===== src/rtl/instr_encoder.sv =====
// Streaming RV32 instruction encoder: packs decoded fields (R/I/load/S/B) into a
// 32-bit word, tags it with a sequential word address and buffers it in a 2-entry FIFO.
module instr_encoder #(
    parameter int ADDR_W = 10
) (
    input  logic              clk,
    input  logic              rst,
    input  logic              restart,
    input  logic              in_valid,
    output logic              in_ready,
    input  logic [6:0]        opcode,
    input  logic [4:0]        rd,
    input  logic [2:0]        funct3,
    input  logic [4:0]        rs1,
    input  logic [4:0]        rs2,
    input  logic [6:0]        funct7,
    input  logic [12:0]       imm,
    output logic              out_valid,
    input  logic              out_ready,
    output logic [31:0]       out_instr,
    output logic [ADDR_W-1:0] out_addr,
    output logic              err,
    output logic [7:0]        err_count
);
    // Handshake: a transfer happens on a rising edge where valid && ready are both high;
    // in_ready depends only on registered state (plus rst/restart), never on out_ready.

    localparam logic [6:0] OP_R    = 7'b0110011;
    localparam logic [6:0] OP_I    = 7'b0010011;
    localparam logic [6:0] OP_LOAD = 7'b0000011;
    localparam logic [6:0] OP_S    = 7'b0100011;
    localparam logic [6:0] OP_B    = 7'b1100011;

    logic [31:0]       word;
    logic              supported;
    logic              accept;
    logic              push;
    logic              pop;
    logic [1:0]        count;
    logic [ADDR_W-1:0] addr_cnt;
    logic [31:0]       instr_q [2];
    logic [ADDR_W-1:0] addr_q  [2];

    always_comb begin
        word      = '0;
        supported = 1'b1;
        case (opcode)
            OP_R:          word = {funct7, rs2, rs1, funct3, rd, opcode};
            OP_I, OP_LOAD: word = {imm[11:0], rs1, funct3, rd, opcode};
            OP_S:          word = {imm[11:5], rs2, rs1, funct3, imm[4:0], opcode};
            OP_B:          word = {imm[12], imm[10:5], rs2, rs1, funct3, imm[4:1], imm[11], opcode};
            default:       supported = 1'b0;
        endcase
    end

    assign in_ready  = !rst && !restart && (count < 2'd2);
    assign accept    = in_valid && in_ready;
    assign push      = accept && supported;
    assign out_valid = (count != 2'd0);
    assign pop       = out_valid && out_ready;
    assign out_instr = instr_q[0];
    assign out_addr  = addr_q[0];

    // Slot 0 is always the head; slot 1 only holds the younger entry when full.
    always_ff @(posedge clk or posedge rst) begin
        if (rst) begin
            count      <= 2'd0;
            addr_cnt   <= '0;
            instr_q[0] <= '0;
            instr_q[1] <= '0;
            addr_q[0]  <= '0;
            addr_q[1]  <= '0;
            err        <= 1'b0;
            err_count  <= 8'd0;
        end else begin
            err <= accept && !supported;
            if (accept && !supported && (err_count != 8'hFF)) begin
                err_count <= err_count + 8'd1;
            end
            if (restart) begin
                count    <= 2'd0;
                addr_cnt <= '0;
            end else begin
                if (push) begin
                    addr_cnt <= addr_cnt + ADDR_W'(1);
                end
                case (count)
                    2'd0: begin
                        if (push) begin
                            instr_q[0] <= word;
                            addr_q[0]  <= addr_cnt;
                            count      <= 2'd1;
                        end
                    end
                    2'd1: begin
                        if (push && pop) begin
                            instr_q[0] <= word;
                            addr_q[0]  <= addr_cnt;
                        end else if (push) begin
                            instr_q[1] <= word;
                            addr_q[1]  <= addr_cnt;
                            count      <= 2'd2;
                        end else if (pop) begin
                            count      <= 2'd0;
                        end
                    end
                    2'd2: begin
                        // Full: in_ready is low, so only a pop can happen here.
                        if (pop) begin
                            instr_q[0] <= instr_q[1];
                            addr_q[0]  <= addr_q[1];
                            count      <= 2'd1;
                        end
                    end
                    default: count <= 2'd0;
                endcase
            end
        end
    end
endmodule


===== config.mk =====
export PLATFORM = sky130hd
export DESIGN_NAME = instr_encoder
export DESIGN_NICKNAME = d
export VERILOG_FILES = /design/src/rtl/instr_encoder.sv
export SDC_FILE = /design/constraint.sdc
export NUM_CORES = 1
export LEC_CHECK = 0
export CELL_PAD_IN_SITES_DETAIL_PLACEMENT = 1
export CELL_PAD_IN_SITES_GLOBAL_PLACEMENT = 1
export CORE_MARGIN = 2
export CORE_UTILIZATION = 36
export CTS_CLUSTER_SIZE = 30
export DETAILED_ROUTE_END_ITERATION = 10
export GPL_TIMING_DRIVEN = 0
export PLACE_DENSITY = 0.79
export SLEW_MARGIN = 40
export SYNTH_ARGS = -nofsm -noshare
export SYNTH_HDL_FRONTEND = slang
export SYNTH_SLANG_ARGS = --single-unit

===== constraint.sdc =====
create_clock -name clk -period 3.5 [get_ports clk]
set_clock_uncertainty 0.15 [all_clocks]
set_input_delay 0.7 -clock clk [delete_from_list [all_inputs] [get_ports clk]]
set_output_delay 0.7 -clock clk [all_outputs]
set_load 0.005 [all_outputs]

==> results.md <==
- Status: finished clean
- Die Width: 125 um
- Mean Syn Cell Area: 9.50 um^2
- Final Slew Violations: 0
- Most frequent cell after synthesis: dfrtp_1
- Post-CTS Setup Repair Bufs: 0
- Biggest area consumer among synthesized cells: dfrtp_1
- Starting Density: 0.366
- HPWL after DPL: 11.6 mm
- Chip height: 125 um
- Clk Latency, worst-skew pair: 0.36 ns
- Syn nets: 608
- Die Area: 15700 um^2
- Worst Path Arrival: 3.36 ns
- Worst Tran Pin Value: 0.697 ns
- Worst setup endpoint: out_addr[7]$_DFFE_PP0P_
- Routed vias/inst: 5.26
- Clock Pin Slew Worst Setup and Hold Paths: 0.08 ns
- Drt pass-1 iters: 4
- Final Hold Viols: 0
- Post-Syn Instances: 556
- Row count: 44
- DR iter-0 viols: 182
- Critical-path maximum fanout: 10
- Async set or reset register ratio after synthesis: 1.00
- Vias in the first global route: 4946
- Finish-stage setup viols: 0
- Gr usage total: 0.202
- Sequential cell area fraction in the yosys report: 0.497
- R2r endpoint: out_addr[7]$_DFFE_PP0P_
- Mapped Area: 5280 um^2
- Critical Path Sink Type: flip-flop
- Top post-synthesis cells by area: dfrtp_1 50%, buf_4 6.3%, nand2_1 6.0%
- Pin count of the biggest net entering global routing: 23
- Core box area: 14400 um^2
- CTS tree: yes
- Drt wl/cell: 17.9 um
- Hold Crit Class: reg2reg
- Leakage: 3.03 nW
- Overall power: 3.21 mW
- Commonest cells in the netlist: 105 x dfrtp_1, 84 x nand2_1, 58 x nor2_1
- WS Path Type: in2reg
- Gr ovfl total: 0
- Input/output buffers: 101
- Post-DRT Antenna Nets: 0
- Total Wirelength: 15.4 mm
- Buffers plus inverters on the worst setup path: 4
- Predominant post-synthesis flop cell: dfrtp_1
- EDFF count, synth: 0
- Synthesis Warnings: 0
- Worst r2r src: count[1]$_DFFE_PP0P_
- GPL Wtd Cong: 0.802
- Peak supply drop: 0.000218 V
- R2R Setup Slk: 0.62 ns
- I/O pins: 103
- Via count: 4537
- Worst path cell trace: clkdlybuf4s50_1 -> or4b_1 -> buf_2 -> a211oi_4 -> o22a_2 -> buf_4 -> buf_2 -> a31oi_1
- Pwr dens: 459 nW/um^2
- Achievable clock frequency: 0.305 GHz
- Top-area cell type share of the netlist area: 0.497
- WP depth: 8
- CP max stage delay: 0.54 ns
- Post-CTS resize count: 0
- Num CTS Buffers: 9
- Hold-fix buffers at CTS: 0
- Initial antenna violation count: 0
- Hold depth: 1
- Worst Setup SP: restart
- CP dominant cell by count: buf_2
- Final min period: 3.28 ns
- Root Buffer: clkbuf_16
- Max clock buf depth: 2
- Yosys cell types: 48
- RSZ-0062 raised after global routing: no
- Share of layout cells above drive strength 1: 0.150
- Number of antenna diodes: 0
- H-tree levels: 3
- Relative slew slack: 0.535
- Required @ worst endpoint: 3.58 ns
- Post-Route Utilization: 0.485
- Final #Nets: 725
- #FFs+latches synth: 105
- CP Launch Type: input port
- Worst path slowest cell: or4b_1
- Final period util: 0.937
- Synth-to-Final Area Change: 32.4%
- Gate family responsible for the most delay along the worst path: buffers and inverters
- Max-cap violations: 0
- # DRC: 0
- Clock Sinks: 105
- Global-route wire length before repair: 25.4 mm
- R2R depth: 7
==> power breakdown <==
group | switching, mW | leakage (nW) | total, mW | internal [mW]
clock | 0.486 | 0.161 | 1.12 | 0.635
sequential | 0.0912 | 1.41 | 1.42 | 1.32
combinational | 0.233 | 1.46 | 0.671 | 0.438
==> layout make-up <==
| type | instances | area (um^2) |
|---|---|---|
| buffer | 82 | 504 |
| clock buffer | 9 | 225 |
| clock inverter | 7 | 100 |
| fill | 1665 | 7430 |
| inverter | 6 | 26.3 |
| multi-input combinational | 363 | 2130 |
| sequential | 105 | 2630 |
| tap | 184 | 230 |
| timing repair buffer | 106 | 1150 |
==> layout by cell type, fill, tap and decap left out, drive strengths merged, types with 3 or more instances in the layout <==
cell	n
dfrtp	105
clkdlybuf4s50	101
nand2	84
buf	61
nor2	58
clkbuf	35
a21oi	31
o21ai	27
a31oi	22
nand3	21
a22oi	12
and3	11
mux2	11
xor2	9
xnor2	8
inv	8
mux2i	7
nor3	7
a221oi	6
o22ai	5
nand4	5
o31ai	5
and2	4
and3b	4
nand2b	3
nor2b	3
and4	3
==> how the worst min path moves through the flow <==
stage | slack [ns] | to | from
2_1_floorplan | 0.29 | instr_q[0]$_DFFE_PP0P_ | instr_q[0]$_DFFE_PP0P_
3_3_place_gp | 0.30 | instr_q[1]$_DFFE_PP0P_ | instr_q[1]$_DFFE_PP0P_
3_5_place_dp | 0.31 | instr_q[0]$_DFFE_PP0P_ | instr_q[0]$_DFFE_PP0P_
4_1_cts | 0.33 | instr_q[0]$_DFFE_PP0P_ | instr_q[0]$_DFFE_PP0P_
5_1_grt | 0.36 | instr_q[0]$_DFFE_PP0P_ | instr_q[0]$_DFFE_PP0P_
6_report | 0.32 | instr_q[0]$_DFFE_PP0P_ | instr_q[0]$_DFFE_PP0P_
==> per-layer routing <==
metal	GRT usage	routed length, um	vias to the layer above
met5	0	0	-
met4	0.0693	276	0
met3	0.0449	744	21
met2	0.349	7740	100
met1	0.251	6640	2299
li1	-	-	2117
==> logic make-up after synthesis <==
| logic type | share of synthesized area |
|---|---|
| and+or+nand+nor | 0.180 |
| muxes | 0.0438 |
| AOI/OAI and AO/OA | 0.146 |
| xor gates and xnor gates | 0.0282 |
| buffers and inverters | 0.0997 |
| adders and majority gates | 0.00474 |
| DFF | 0.497 |
==> sequential cells by signal, indices dropped and copies added (netlist names) <==
| signal | count |
|---|---|
| addr_cnt | 10 |
| addr_q | 10 |
| count | 2 |
| err | 1 |
| err_count | 8 |
| instr_q | 32 |
| out_addr | 10 |
| out_instr | 32 |
==> per-stage QoR <==
step / setup TNS, ns / instances / hold WS [ns] / area, um^2 / worst slack (ns)
finish: 0 / 862 / 0.323 / 7000 / 0.219
global route: 0 / 862 / 0.356 / 7000 / 0.0883
CTS: 0 / 862 / 0.327 / 7000 / 0.230
detailed placement: -3.77 / 846 / 0.310 / 6670 / -0.127
global placement: -1.77 / 841 / 0.300 / 6530 / -0.0743
floorplan: 0 / 556 / 0.285 / 5290 / 0.789
==> worst register-to-register path: cells and delay by family, from the launching register on <==
kind	cells	cell delay, ns
buffers and inverters	3	0.65
AO/OA/AOI/OAI	3	0.96
flip-flops	1	0.47
AND/OR/NAND/NOR	1	0.52
Note: power is estimated with default switching activity, not from simulation.
